[src/rtl/instr_seq_ctrl.sv]
// instr_seq_ctrl: multi-cycle sequencer for a small RV32 subset (load, store,
// beq/bne, R-type). Fetches into ir, decodes the opcode, runs the memory
// handshakes and produces the datapath strobes. The optional ack-timeout
// watchdog is built only when SEQ_TIMEOUT_EN is defined.
module instr_seq_ctrl #(
    parameter int unsigned TIMEOUT_CYC = 255,
    parameter int unsigned INSTRET_W   = 32
) (
    input  logic                 clk,
    input  logic                 reset,
    output logic                 imem_req,
    input  logic                 imem_ack,
    input  logic [31:0]          imem_rdata,
    output logic                 dmem_req,
    output logic                 dmem_we,
    input  logic                 dmem_ack,
    input  logic                 alu_zero,
    output logic [31:0]          ir,
    output logic                 pc_write,
    output logic                 pc_src,
    output logic                 reg_write,
    output logic                 mem_to_reg,
    output logic                 alu_src_imm,
    output logic [2:0]           state,
    output logic                 illegal,
    output logic                 timeout,
    output logic [INSTRET_W-1:0] instret
);

    typedef enum logic [2:0] {
        FETCH  = 3'd0,
        DECODE = 3'd1,
        MEM_RD = 3'd2,
        MEM_WR = 3'd3,
        WB_LD  = 3'd4,
        BRANCH = 3'd5,
        ALU_WB = 3'd6,
        TRAP   = 3'd7
    } state_t;

    localparam logic [6:0] OP_LOAD   = 7'b0000011;
    localparam logic [6:0] OP_STORE  = 7'b0100011;
    localparam logic [6:0] OP_BRANCH = 7'b1100011;
    localparam logic [6:0] OP_RTYPE  = 7'b0110011;

    state_t cur;
    logic   br_ok;
    logic   br_taken;
    logic   wait_expired;

    assign state = cur;

    // Only beq (000) and bne (001) are supported; bit 12 selects the inverted compare.
    assign br_ok    = (ir[14:13] == 2'b00);
    assign br_taken = br_ok & (ir[12] ? ~alu_zero : alu_zero);

`ifdef SEQ_TIMEOUT_EN
    localparam logic [7:0] WAIT_LAST = 8'(TIMEOUT_CYC - 1);

    logic [7:0] wait_cnt;
    logic       waiting;
    logic       ack_now;
    logic       timeout_flag;

    assign waiting      = (cur == FETCH) | (cur == MEM_RD) | (cur == MEM_WR);
    assign ack_now      = (cur == FETCH) ? imem_ack : dmem_ack;
    // The cycle that would make the count reach TIMEOUT_CYC is the last one tolerated.
    assign wait_expired = waiting & ~ack_now & (wait_cnt == WAIT_LAST);
    assign timeout      = timeout_flag;

    // Count unacknowledged cycles in a waiting state; any other cycle clears the count,
    // which is equivalent to clearing on entry because waits are only entered from elsewhere.
    always_ff @(posedge clk or posedge reset) begin
        if (reset) begin
            wait_cnt <= '0;
        end else if (waiting && !ack_now) begin
            wait_cnt <= wait_cnt + 8'd1;
        end else begin
            wait_cnt <= '0;
        end
    end

    // Sticky timeout flag, cleared only by reset.
    always_ff @(posedge clk or posedge reset) begin
        if (reset) begin
            timeout_flag <= 1'b0;
        end else if (wait_expired) begin
            timeout_flag <= 1'b1;
        end
    end
`else
    logic unused_timeout_cfg;

    assign unused_timeout_cfg = |TIMEOUT_CYC;
    assign wait_expired       = 1'b0;
    assign timeout            = 1'b0;
`endif

    // State register, instruction register and sticky illegal flag.
    always_ff @(posedge clk or posedge reset) begin
        if (reset) begin
            cur     <= FETCH;
            ir      <= '0;
            illegal <= 1'b0;
        end else begin
            case (cur)
                FETCH: begin
                    if (imem_ack) begin
                        ir  <= imem_rdata;
                        cur <= DECODE;
                    end else if (wait_expired) begin
                        cur <= TRAP;
                    end
                end
                DECODE: begin
                    case (ir[6:0])
                        OP_LOAD:   cur <= MEM_RD;
                        OP_STORE:  cur <= MEM_WR;
                        OP_BRANCH: cur <= BRANCH;
                        OP_RTYPE:  cur <= ALU_WB;
                        default: begin
                            cur     <= TRAP;
                            illegal <= 1'b1;
                        end
                    endcase
                end
                MEM_RD: begin
                    if (dmem_ack) begin
                        cur <= WB_LD;
                    end else if (wait_expired) begin
                        cur <= TRAP;
                    end
                end
                MEM_WR: begin
                    if (dmem_ack) begin
                        cur <= FETCH;
                    end else if (wait_expired) begin
                        cur <= TRAP;
                    end
                end
                WB_LD:  cur <= FETCH;
                ALU_WB: cur <= FETCH;
                BRANCH: begin
                    if (br_ok) begin
                        cur <= FETCH;
                    end else begin
                        cur     <= TRAP;
                        illegal <= 1'b1;
                    end
                end
                default: cur <= TRAP;
            endcase
        end
    end

    // Retired-instruction counter: one count per PC update, wrapping naturally.
    always_ff @(posedge clk or posedge reset) begin
        if (reset) begin
            instret <= '0;
        end else if (pc_write) begin
            instret <= instret + INSTRET_W'(1);
        end
    end

    // Strobe decode from the current state; only the store-ack PC update and the
    // branch outcome look at same-cycle inputs. imem_req is masked while reset is held.
    always_comb begin
        imem_req    = 1'b0;
        dmem_req    = 1'b0;
        dmem_we     = 1'b0;
        pc_write    = 1'b0;
        pc_src      = 1'b0;
        reg_write   = 1'b0;
        mem_to_reg  = 1'b0;
        alu_src_imm = 1'b0;
        case (cur)
            FETCH: imem_req = ~reset;
            MEM_RD: begin
                dmem_req    = 1'b1;
                alu_src_imm = 1'b1;
            end
            MEM_WR: begin
                dmem_req    = 1'b1;
                dmem_we     = 1'b1;
                alu_src_imm = 1'b1;
                pc_write    = dmem_ack;
            end
            WB_LD: begin
                reg_write  = 1'b1;
                mem_to_reg = 1'b1;
                pc_write   = 1'b1;
            end
            BRANCH: begin
                pc_write = br_ok;
                pc_src   = br_taken;
            end
            ALU_WB: begin
                reg_write = 1'b1;
                pc_write  = 1'b1;
            end
            default: ;
        endcase
    end

endmodule

[config.mk]
export PLATFORM = sky130hd
export DESIGN_NAME = instr_seq_ctrl
export DESIGN_NICKNAME = d
export VERILOG_FILES = /design/src/rtl/instr_seq_ctrl.sv
export SDC_FILE = /design/constraint.sdc
export NUM_CORES = 1
export LEC_CHECK = 0
export CAP_MARGIN = 20
export CORE_MARGIN = 1
export CORE_UTILIZATION = 38
export CTS_BUF_LIST = sky130_fd_sc_hd__clkbuf_2 sky130_fd_sc_hd__clkbuf_4 sky130_fd_sc_hd__clkbuf_8
export DETAILED_ROUTE_END_ITERATION = 10
export PLACE_DENSITY = 0.82
export SETUP_SLACK_MARGIN = 0.15
export SLEW_MARGIN = 25
export SYNTH_ARGS = -nofsm -noshare
export SYNTH_HDL_FRONTEND = slang
export SYNTH_SLANG_ARGS = --single-unit
[constraint.sdc]
create_clock -name clk -period 3.3 [get_ports clk]
set_input_delay 0.99 -clock clk [delete_from_list [all_inputs] [get_ports clk]]
set_output_delay 0.99 -clock clk [all_outputs]
set_load 0.01 [all_outputs]
## Word-level counts from Yosys, hierarchy flattened

Index checks and enable logic that the tools add are counted.

- Logic and storage cells: 49
- Bits in registers: 68
- Bits of input ports: 37

- Equal/unequal tests: 15
- Add/sub/neg operators: 1
- Mux-type cells: 17
- Bitwise gates (word level): 3
- Reduce and logical (&&, ||, !) cells: 9

Operator list:

| operator | count |
|---|---|
| 32-bit by 1-bit adder with 32-bit output, second input constant | 1 |
| 3-bit one-hot mux with 6 select lines | 1 |
| 7-bit by 6-bit == test with 1-bit output, second input constant | 2 |
| 3-bit two-way mux | 4 |
| 3-bit one-hot mux with 4 select lines | 1 |
| 2-bit != test, second input constant | 5 |
| 3-bit == test, second input constant | 3 |
| 1-bit two-way mux | 9 |
| 7-bit by 2-bit == test with 1-bit output, second input constant | 1 |
| 7-bit == test, second input constant | 1 |
| 3-bit by 2-bit == test with 1-bit output, second input constant | 2 |
| 3-bit AND reduction | 2 |
| 2-bit OR reduction | 2 |
| 4-bit OR reduction | 1 |
| 3-bit by 1-bit == test with 1-bit output, second input constant | 1 |
| 3-bit logical NOT | 1 |
| 1-bit one-hot mux with 3 select lines | 1 |
| 2-bit logical NOT | 1 |
| 1-bit inverter | 2 |
| 1-bit one-hot mux with 2 select lines | 1 |
| 2-bit AND reduction | 1 |
| 2-bit nonzero test | 1 |
| 1-bit AND | 1 |

## Depth between registers and ports, before layout

- Word-level depth: 4
- Mapped depth: 6

## Worst setup path before layout

OpenSTA, ideal clock, no wires.

- Path type: input to output
- From: input dmem_ack
- To: output pc_write
- Cell stages on the path: 2
- Slack: 824 ps
- Data arrival time: 1486 ps
- Required time: 2310 ps
- Path through: nand4b_1 nand3_1

- Longest elaborated chain between the ends: 1

RTL lines:

| element | RTL line | source |
|---|---|---|
| start: declaration | 16 | `input logic dmem_ack,` |
| 1-bit one-hot mux with 3 select lines | 176 | `case (cur)` |
| end: declaration | 19 | `output logic pc_write,` |

No other way between the ends.

## Worst setup path in the final report

- From: input alu_zero
- To: output pc_src

- Longest elaborated chain between the ends: 4

RTL lines:

| element | RTL line | source |
|---|---|---|
| start: declaration | 17 | `input logic alu_zero,` |
| 1-bit inverter | 55 | `assign br_taken = br_ok & (ir[12] ? ~alu_zero : alu_zero);` |
| 1-bit two-way mux (*) | 55 |  |
| 1-bit AND (*) | 55 |  |
| 1-bit two-way mux (*) | 176 |  |
| end: declaration | 20 | `output logic pc_src,` |

Every way passes the cells marked *; elsewhere a longest branch is shown, timed or not.

==> metrics.txt <==
I/O pin cnt=~110; DP HPWL=4.75 mm; slowest stage delay, CP=about 410 ps; synth top area cells=dfrtp_1 56%, mux2_2 12%, xnor2_1 7.8%; clock root buffer=clkbuf_8; asr flop ratio synth=between 90% and 100%; clock latency on the worst-skew pair=roughly 340 ps; met3 Usage GRT=under 10%; area grow syn2layout=49.1%; first-pass GRT wire length=about 11 mm; top post-synthesis cells by count=68 x dfrtp_1, 31 x mux2_2, 27 x xnor2_1; Synth Area per Inst=12.4 um^2; switching power=~1200 uW; Die Width=slightly above 90 um; detailed-route DRC error count=0; end-of-flow core utilization=about three fifths; row count=32; register area share after synthesis=a little under three fifths; P per Cell Area=approximately 800 nW/um^2; Switching Fraction=31.8%; Comb pwr share=approximately two fifths; critical path class=input port to output pin; Post-Syn Nets=about 280; Slew @ Worst Pin=~710 ps; Tot Pwr=3620 uW; die height=91.3 um; crit path DAT=2020 ps; crit path cell chain=clkdlybuf4s50_1 > xnor2_1 > nor4_1 > dlygate4sd2_1; Clk pin slew, worst setup/hold paths=~80 ps; hold crit path type=flop to flop; area leader, netlist=dfrtp_1; number of synthesized flops with an enable pin=0; hold_buf cts=0; cell area after synthesis=roughly 3000 um^2; GRT met2 Usage=26.3%; Max VDD drop=between 400 and 500 uV; Avg Vias per Cell=between 4 and 5; total count of max-transition violations in the final report=0; largest net degree at the start of global routing=37; TritonCTS Buffers=9; max_slew headroom=roughly 53%; fill count=between 600 and 700; CTS tree=done; Top Family by Delay on Critical Path=buffers and inverters; ratio of cells with drive above 1 in the final layout=approximately 17%; pre-CTS WS=-8.98 ps; Max Fanout on Critical Path=1; worst hold slack=approximately 480 ps; crit path time final=around 3000 ps; CTS sink cnt=68; register share of total power=36.3%; GPL Wtd Cong=just under 0.8; final worst-path cycle share=around 90%; Global Route Usage Sum=~17%; GRT busiest layer=met2; count of final setup violators=0; H-tree Lvls=3; predominant post-synthesis flop cell=dfrtp_1; RSZ-0062 raised after global routing=no; Netlist cell types=44; CORE AREA=approximately 7700 um^2; Final Hold Fails=0; ant diodes=0; port bufs=about 110; fin worst setup slack=292 ps; Initial Util=about two fifths; Power Internal=between 2000 and 2500 uW; vias in the first global route=approximately 2300; CP bufs+invs=2; Synth top area share=56.2%; wire per inst=between 10 and 15 um; CTS Buffer Depth=2; Max Freq=around 0.33 GHz; initial antenna violation count=0; CP Capture Type=output pin; full die area=approximately 8300 um^2; final net count=about 400; Ys Warns=0; via count=about 2300; Syn Inst Count=approximately 240; Setup Fix Bufs, Post-CTS=0; CP max stage cell=clkdlybuf4s50_1; skew final=between 8 and 9 ps; first drt pass iteration count=4; post-detailed-routing wire length=6.57 mm; CP Data Required Time=roughly 2300 ps; number of max-cap violations=0; CP startpoint kind=input port; Post-DRT Antenna Nets=0; Synth Register Bits=slightly below 70; outcome=finished clean; total congestion overflow=0; met1 Use GR=approximately 21%; cell with the most instances after synthesis=dfrtp_1; Initial DRC Count=36; clock power share=a little over a fifth; leakage=around 0.0019 uW
-- registers in the layout (all words and copies together) (netlist names) --
| name | flops |
|---|---|
| illegal | 1 |
| ir | 32 |
| state | 3 |
| instret | 32 |
-- cell usage in the layout, fill, tap and decap left out, types with 3 or more instances in the layout --
cell,n
and3_1,7
buf_4,5
clkbuf_8,11
clkdlybuf4s50_1,109
dfrtp_1,68
dlygate4sd2_1,3
mux2_2,31
nand2_1,15
nand2b_1,3
nand3_1,16
nand4_1,9
nor2_1,13
o21ai_0,3
xnor2_1,27
xor2_1,6
-- power groups by stage --
stage	Sequential (uW)	Clock, uW	Combinational (uW)
final	1310	792	1520
after global routing	1360	854	1620
after CTS	1320	813	1540
after detailed placement	1330	0	1540
after global placement	1310	0	1510
after floorplan	1430	0	628
-- worst paths after layout --
path | from | endpoint | slack (ps) | depth (start not counted)
worst max-delay path | alu_zero | pc_src | 290 | 4
worst min-delay path | instret[31]$_DFFE_PP0P_ | instret[31]$_DFFE_PP0P_ | 480 | 1
worst max register to register | ir[13]$_DFFE_PP0P_ | instret[16]$_DFFE_PP0P_ | 1260 | 5
worst min register to register | instret[31]$_DFFE_PP0P_ | instret[31]$_DFFE_PP0P_ | 480 | 1
max in group asynchronous | reset | ir[12]$_DFFE_PP0P_ | 1520 | 3
min in group asynchronous | reset | instret[1]$_DFFE_PP0P_ | 1130 | 2
-- metrics by stage --
step	cell area, um^2	TNS (ps)	cells
global placement	4280	0	454
CTS	4520	0	470
detailed placement	4280	-8.98	454
finish	4520	0	470
floorplan	3030	0	244
global route	4520	0	470
-- worst register-to-register path: cells and delay by family, from the launching register on --
family,cells,cell delay (ps)
AO/OA/AOI/OAI,1,410
XOR/XNOR,1,140
AND/OR/NAND/NOR,3,960
flip-flops,1,420
-- routing by layer --
layer / routed length, um / vias to the layer above
li1: - / 1092
met1: 2870 / 1129
met2: 3070 / 81
met3: 501 / 11
met5: 0 / -
met4: 129 / 0
-- kinds of logic (layout without fill, tap and decap cells) --
family                     Yosys count  count (layout)  synth area share [%]
xor gates and xnor gates            33              33                  9.55
buffers and inverters               15             139                  2.81
AOI/OAI and AO/OA                   15              15                  4.42
adders and majority gates            1               1                 0.413
muxes                               33              33                  12.3
and+or+nand+nor                     78              78                  14.2
DFF                                 68              68                  56.2
other                                1               1                 0.124
-- repair_timing --
action,CTS,global route
hold endpoints to repair,0,0
gates resized for setup,3,0
endpoints found under the setup margin,3,0
-- layout make-up --
type                    count  area, um^2  area share [%]
repair buffers            119        1190            26.5
well taps                 102         128            2.83
clock inverters             5        83.8            1.86
flip-flops and latches     68        1700            37.7
multi-input cells         161        1240            27.5
clock buffers              11         151            3.35
inverters                   4        15.0           0.333
Power figures use the tool's default switching activity.
